===== config.mk =====
export PLATFORM = sky130hd
export DESIGN_NAME = mem_access_ctrl
export DESIGN_NICKNAME = d
export VERILOG_FILES = /design/src/rtl/mem_pkg.sv /design/src/rtl/mem_access_ctrl.sv
export SDC_FILE = /design/constraint.sdc
export NUM_CORES = 1
export LEC_CHECK = 0
export CAP_MARGIN = 20
export CORE_MARGIN = 8
export CORE_UTILIZATION = 45
export CTS_BUF_LIST = sky130_fd_sc_hd__clkbuf_16
export DETAILED_ROUTE_END_ITERATION = 12
export PLACE_DENSITY = 0.76
export REMOVE_ABC_BUFFERS = 1
export SLEW_MARGIN = 5
export SYNTH_ARGS = -nofsm -noshare
export SYNTH_HDL_FRONTEND = slang
export SYNTH_SLANG_ARGS = --single-unit

===== constraint.sdc =====
create_clock -name clk -period 2.5 [get_ports clk]
set_clock_uncertainty 0.1 [all_clocks]
set_input_delay 0.25 -clock clk [delete_from_list [all_inputs] [get_ports clk]]
set_output_delay 0.25 -clock clk [all_outputs]
set_load 0.03 [all_outputs]

===== src/rtl/mem_pkg.sv =====
// Shared definitions for the memory access controller and the memory bench:
// default geometry and the controller FSM state encodings.
package mem_pkg;

    localparam int ADDR_W_DEF = 6;
    localparam int DATA_W_DEF = 4;

    typedef logic [2:0] state_t;

    localparam state_t ST_IDLE      = 3'd0;
    localparam state_t ST_WR        = 3'd1;
    localparam state_t ST_RD_SETUP  = 3'd2;
    localparam state_t ST_RD_SAMPLE = 3'd3;
    localparam state_t ST_RESP      = 3'd4;
    localparam state_t ST_CLEAR     = 3'd5;

endpackage


===== src/rtl/mem_access_ctrl.sv =====
// Single-port memory sequencer: one request at a time, plus a full-memory clear sweep.
// Latency: write occupies the memory 1 cycle after accept; read data valid 3 cycles after accept.
// Backpressure: req_ready only in idle; a held response (rsp_ready low) stalls all new requests.
module mem_access_ctrl
    import mem_pkg::*;
#(
    parameter int ADDR_W = ADDR_W_DEF,
    parameter int DATA_W = DATA_W_DEF
) (
    input  logic              clk,
    input  logic              rst,
    input  logic              req_valid,
    output logic              req_ready,
    input  logic              req_write,
    input  logic [ADDR_W-1:0] req_addr,
    input  logic [DATA_W-1:0] req_data,
    output logic              rsp_valid,
    input  logic              rsp_ready,
    output logic [DATA_W-1:0] rsp_data,
    output logic [ADDR_W-1:0] rsp_addr,
    input  logic              clear_start,
    output logic              clear_busy,
    output logic              mem_enable,
    output logic              mem_readwrite,
    output logic [ADDR_W-1:0] mem_address,
    output logic [DATA_W-1:0] mem_dataIn,
    input  logic [DATA_W-1:0] mem_dataOut
);

    localparam logic [ADDR_W-1:0] CNT_LAST = '1;

    state_t            state;
    logic [ADDR_W-1:0] cnt;
    logic [ADDR_W-1:0] r_addr;
    logic [DATA_W-1:0] r_data;
    logic [ADDR_W-1:0] rsp_addr_q;
    logic [DATA_W-1:0] rsp_data_q;
    logic [ADDR_W-1:0] addr_hold;

    logic              drv_en;
    logic              drv_rw;
    logic [ADDR_W-1:0] drv_addr;
    logic [DATA_W-1:0] drv_din;

    always_ff @(posedge clk) begin
        if (rst) begin
            state      <= ST_IDLE;
            cnt        <= '0;
            r_addr     <= '0;
            r_data     <= '0;
            rsp_addr_q <= '0;
            rsp_data_q <= '0;
            addr_hold  <= '0;
        end else begin
            addr_hold <= drv_addr;
            case (state)
                ST_IDLE: begin
                    if (clear_start) begin
                        state <= ST_CLEAR;
                        cnt   <= '0;
                    end else if (req_valid) begin
                        r_addr <= req_addr;
                        r_data <= req_data;
                        state  <= req_write ? ST_WR : ST_RD_SETUP;
                    end
                end
                ST_WR:        state <= ST_IDLE;
                ST_RD_SETUP:  state <= ST_RD_SAMPLE;
                ST_RD_SAMPLE: begin
                    rsp_data_q <= mem_dataOut;
                    rsp_addr_q <= r_addr;
                    state      <= ST_RESP;
                end
                ST_RESP: begin
                    if (rsp_ready) state <= ST_IDLE;
                end
                ST_CLEAR: begin
                    cnt <= cnt + ADDR_W'(1);
                    if (cnt == CNT_LAST) state <= ST_IDLE;
                end
                default: state <= ST_IDLE;
            endcase
        end
    end

    // Idle/response cycles park the address bus on its last value with reads selected.
    always_comb begin
        drv_en   = 1'b0;
        drv_rw   = 1'b1;
        drv_addr = addr_hold;
        drv_din  = '0;
        case (state)
            ST_WR: begin
                drv_en   = 1'b1;
                drv_rw   = 1'b0;
                drv_addr = r_addr;
                drv_din  = r_data;
            end
            ST_RD_SETUP, ST_RD_SAMPLE: begin
                drv_en   = 1'b1;
                drv_addr = r_addr;
            end
            ST_CLEAR: begin
                drv_en   = 1'b1;
                drv_rw   = 1'b0;
                drv_addr = cnt;
            end
            default: ;
        endcase
    end

    // Reset masks every output immediately, so a reset landing mid-sweep or
    // mid-write never lets the in-flight memory write through.
    assign mem_enable    = !rst && drv_en;
    assign mem_readwrite = rst || drv_rw;
    assign mem_address   = rst ? '0 : drv_addr;
    assign mem_dataIn    = rst ? '0 : drv_din;

    assign req_ready  = !rst && (state == ST_IDLE) && !clear_start;
    assign rsp_valid  = !rst && (state == ST_RESP);
    assign rsp_data   = rst ? '0 : rsp_data_q;
    assign rsp_addr   = rst ? '0 : rsp_addr_q;
    assign clear_busy = !rst && (state == ST_CLEAR);

endmodule


# Word-level counts from Yosys, hierarchy flattened
# Index checks and enable logic that the tools add are counted.
word_totals:
  input_bits: 20
  elab_cells: 51
  out_inout_bits: 25
  ff_bits: 35
classes:
  mux: 16
  n_bitwise: 1
  n_reduce_logical: 16
  n_addsub: 1
  eq_ne: 10
op_table:
  columns: ["operator", "count"]
  rows:
  - ["$pmux 6 s2", 2]
  - ["$mux 6", 3]
  - ["$pmux 3 s5", 1]
  - ["$mux 3", 4]
  - ["$mux 4", 3]
  - ["$add 6x1->6 const B", 1]
  - ["$eq 3x2->1 const B", 2]
  - ["$eq 3x3->1 const B", 2]
  - ["$eq 6x6->1 const B", 1]
  - ["$ne 2x2->1 const B", 3]
  - ["$reduce_and 3->1", 2]
  - ["$logic_and 1x1->1", 5]
  - ["$reduce_or 4->1", 1]
  - ["$eq 3x1->1 const B", 1]
  - ["$logic_not 3->1", 1]
  - ["$ne 3x3->1 const B", 1]
  - ["$reduce_or 3->1", 1]
  - ["$logic_not 1->1", 2]
  - ["$mux 1", 2]
  - ["$mux 2", 1]
  - ["$reduce_and 2->1", 1]
  - ["$reduce_bool 2->1", 1]
  - ["$reduce_or 2->1", 1]
  - ["$logic_or 1x1->1", 1]
  - ["$not 1->1", 1]

# Logic depth before layout (Yosys ltp)
logic_depth:
  ltp_word: 4
  ltp_mapped: 5
  mapped_depth_nobuf: 4

# Least setup slack after synthesis
# Ideal clock, no wire load.
synth_timing:
  path_type: "register to output"
  from: "register state[2]"
  to: "output port mem_address[0]"
  path_stages_with_launch: 6
  t_required_ns: 2.150
  n_path_buf: 2
  arrival_time_ns: 1.779
  setup_slack_ns: 0.371
  cell_sequence: "dfxtp_1 clkbuf_2 buf_6 o21bai_1 o22ai_1 a211oi_1"
synth_between:
  elab_chain_cells: 4
synth_lines:
  columns: ["element", "line", "text"]
  rows:
  - ["start: declaration", "mem_access_ctrl.sv:32", "state_t state;"]
  - ["start signal: assignment", "mem_access_ctrl.sv:64", "state <= req_write ? ST_WR : ST_RD_SETUP;"]
  - ["$eq 3x1->1 or $eq 3x2->1 (tied branches)", "mem_access_ctrl.sv:92", "case (state)"]
  - ["$reduce_or 3->1 (no line)", null, null]
  - ["$pmux 6 s2 *", "mem_access_ctrl.sv:92", null]
  - ["$mux 6 *", null, null]
  - ["end: declaration", "mem_access_ctrl.sv:25", "output logic [ADDR_W-1:0] mem_address,"]
# Every way passes the cells marked *; elsewhere a longest branch is shown, timed or not.

# Worst setup path after layout
layout_timing:
  from: "register state[2]"
  to: "output port clear_busy"
layout_between:
  elab_chain_cells: 2
layout_lines:
  columns: ["element", "line", "text"]
  rows:
  - ["$eq 3x3->1", "mem_access_ctrl.sv:123", "assign clear_busy = !rst && (state == ST_CLEAR);"]
  - ["$logic_and 1x1->1", "mem_access_ctrl.sv:123", null]
  - ["end: declaration", "mem_access_ctrl.sv:22", "output logic clear_busy,"]
# No other way between the ends.

==> metrics.cfg <==
[die]
dieHeight_um = 79.3
pin_count = 45
row_count = 23
start_util_pct = 45.8
die_area_um2 = 6290
die_w_um = 79.3
coreArea_um2 = 3940

[worst_setup_path]
worst_ep_required_time_ps = 2150
cp-start-kind = flip-flop
crit_arrival_ps = 2040
crit_type = flip-flop to output port
worstPathMaxFanout = 12
crit_path_end_kind = output port

[layout]
nets = 264
area_growth_pct = 34.5
stdcell_area_um2 = 2430
drive_above_1_share_pct = 10.3
num-fill-cells = 338
diodes = 0

[drt]
ant_nets = 0
wl_um = 4300
drcViolationCount = 0
dr.pass1.iters = 4
dr_total_vias = 1563
vias_per_cell = 5.35
wire_per_inst_um = 14.7
drt_iter0_markers = 99

[clocking]
cts_tree = done
clkTransAtPathRegs_ps = 50
cts-root-buf = clkbuf_16
numCtsBuffers = 5
clk_latency_ps = 270
clock_sinks = 35
h-tree-depth = 2
cts_max_path_buffers = 2

[grt]
grtUsageTotal_pct = 14.1
grt_first_pass_wirelength_um = 7200
grt_most_used_layer = met2
antenna_found_initial = 0
grtUsageMet3_pct = 6.43
grtUsageMet1_pct = 16.7
grt_pass1_vias = 1624
grt_util_met2_pct = 22.6
overflow = 0
grt_max_degree = 21

[status]
status = finished, final reports clean

[yosys]
synth_largest_area_cell = dfxtp_1
synth-edff-count = 0
synth.distinct_cells = 38
synth_warnings = 0
synth-main-ff-cell = dfxtp_1
syn_area_um2 = 1800
ys_ff_latch = 35
ys_top_cells_by_count = dfxtp_1, nand2b_1, mux2i_1
synthCells = 197
async_flop_share_pct = 0
syn_avg_cell_area_um2 = 9.16
yosysMostFrequentCell = dfxtp_1
ys_seq_area_share_pct = 38.8
synth_area_leaders = dfxtp_1, mux2i_1, nand2b_1
synth.top_cell.area_share_pct = 38.8

[hold_path]
hold_class = input pin to flip-flop

[timing]
tightest_slew_ps = 370
finalHoldViolCount = 0
min_period_over_period_pct = 95.8
fmax_mhz = 418
slew_headroom_pct = 75.4
setup_violations = 0
min_period_ps = 2390
rsz0062_at_grt = false
final_max_slew_viol_count = 0
tns_ps = 0

[pwr]
ir_worst_vdd_mv = 0.481
p_leak_nw = 1.04
p_sw_share_pct = 29.3
powerDensity_nw_per_um2 = 680
seq_power_share_pct = 39.2
clkPwrFrac_pct = 33.8
switchingPower_uw = 484
combPwrFrac_pct = 27.1
finalPower_mw = 1.65
p_int_mw = 1.17

[place]
port_buffers = 44
dpl_cell_area_um2 = 2290
dp_hpwl_um = 3110
place_congestion = 0.885

[flow_run]
cap_viol_max_count = 0

==> placed cells by master (no fill, tap or decap), types with 4 or more instances in the layout <==
cell type and n:
a211oi_1 5, dlymetal6s2s_1 4, a221oi_1 4, mux2i_1 22, buf_4 13, nand3_1 5, dlygate4sd2_1 4, nand2_1 5
a21oi_1 4, clkdlybuf4s50_1 33, nor2b_1 16, clkbuf_16 5, nor2_1 13, dfxtp_1 35, nand2b_1 27, and2_1 4
nor3_1 9
==> power groups by stage <==
| stage | sequential [mW] | clock (mW) | combinational [mW] |
|---|---|---|---|
| finish | 0.647 | 0.557 | 0.447 |
| global route | 0.651 | 0.600 | 0.486 |
| CTS | 0.646 | 0.567 | 0.451 |
| detailed placement | 0.657 | 0 | 0.454 |
| global placement | 0.656 | 0 | 0.451 |
| floorplan | 0.663 | 0 | 0.264 |
==> critical path, stage by stage, from the launching register on <==
cell and delay (ps):
dfxtp_1 530, buf_4 220, buf_4 160, nand3b_4 100, nor2_1 90, clkdlybuf4s50_1 670
==> layer usage <==
layer,routed length [um],part of all wire (%)
met5,0,0
met4,45,1.0
met3,343,8.0
met2,2010,47
met1,1910,44
==> cell families after synthesis <==
logic type,Yosys count,share of synthesized area [%]
compound gates,27,10.8
fa+ha+maj,1,0.693
buf+inv,16,4.85
flops,35,38.8
mux,22,12.2
simple gates,96,32.6
==> sequential cells by signal, summed over array words and instances, names as in the netlist <==
register,flops
addr_hold,6
cnt,6
r_addr,6
r_data,4
rsp_addr_q,6
rsp_data_q,4
state,3
==> per-stage QoR <==
step | hold slack [ps] | worst slack [ps] | instances | utilization (%)
after floorplan | 219 | 334 | 181 | -
final | 262 | 106 | 292 | 61.5
after CTS | 261 | 0.664 | 292 | 61.3
after detailed placement | 373 | 275 | 286 | 58.1
after global placement | 360 | 306 | 286 | 58.1
after global routing | 312 | 3.18 | 292 | 61.5
==> cell type report <==
type                       count  area [um2]  area share [%]
clock buffer                   5         125            5.16
clock inverter                 1        3.75           0.155
multi-input combinational    146        1020            41.9
sequential                    35         701            28.9
tap                           50        62.6            2.58
timing repair buffer          55         518            21.4
==> worst paths after layout <==
check	slack (ps)	from	end	cells after the start
setup / recovery	110	state[2]	clear_busy	5
hold / removal	260	rst	rsp_data_q[0]	2
setup reg to reg	570	state[2]	state[2]	5
hold reg to reg	370	r_data[2]	r_data[2]	2
==> repair_timing <==
item / 4_1_cts / 5_1_grt
gates resized for setup: 4 / 4
setup endpoints to repair: 4 / 4
pin swaps: 0 / 0
setup buffers: 0 / 0
hold buffers: 0 / 0
No activity file was read; power rests on OpenSTA's default activity.
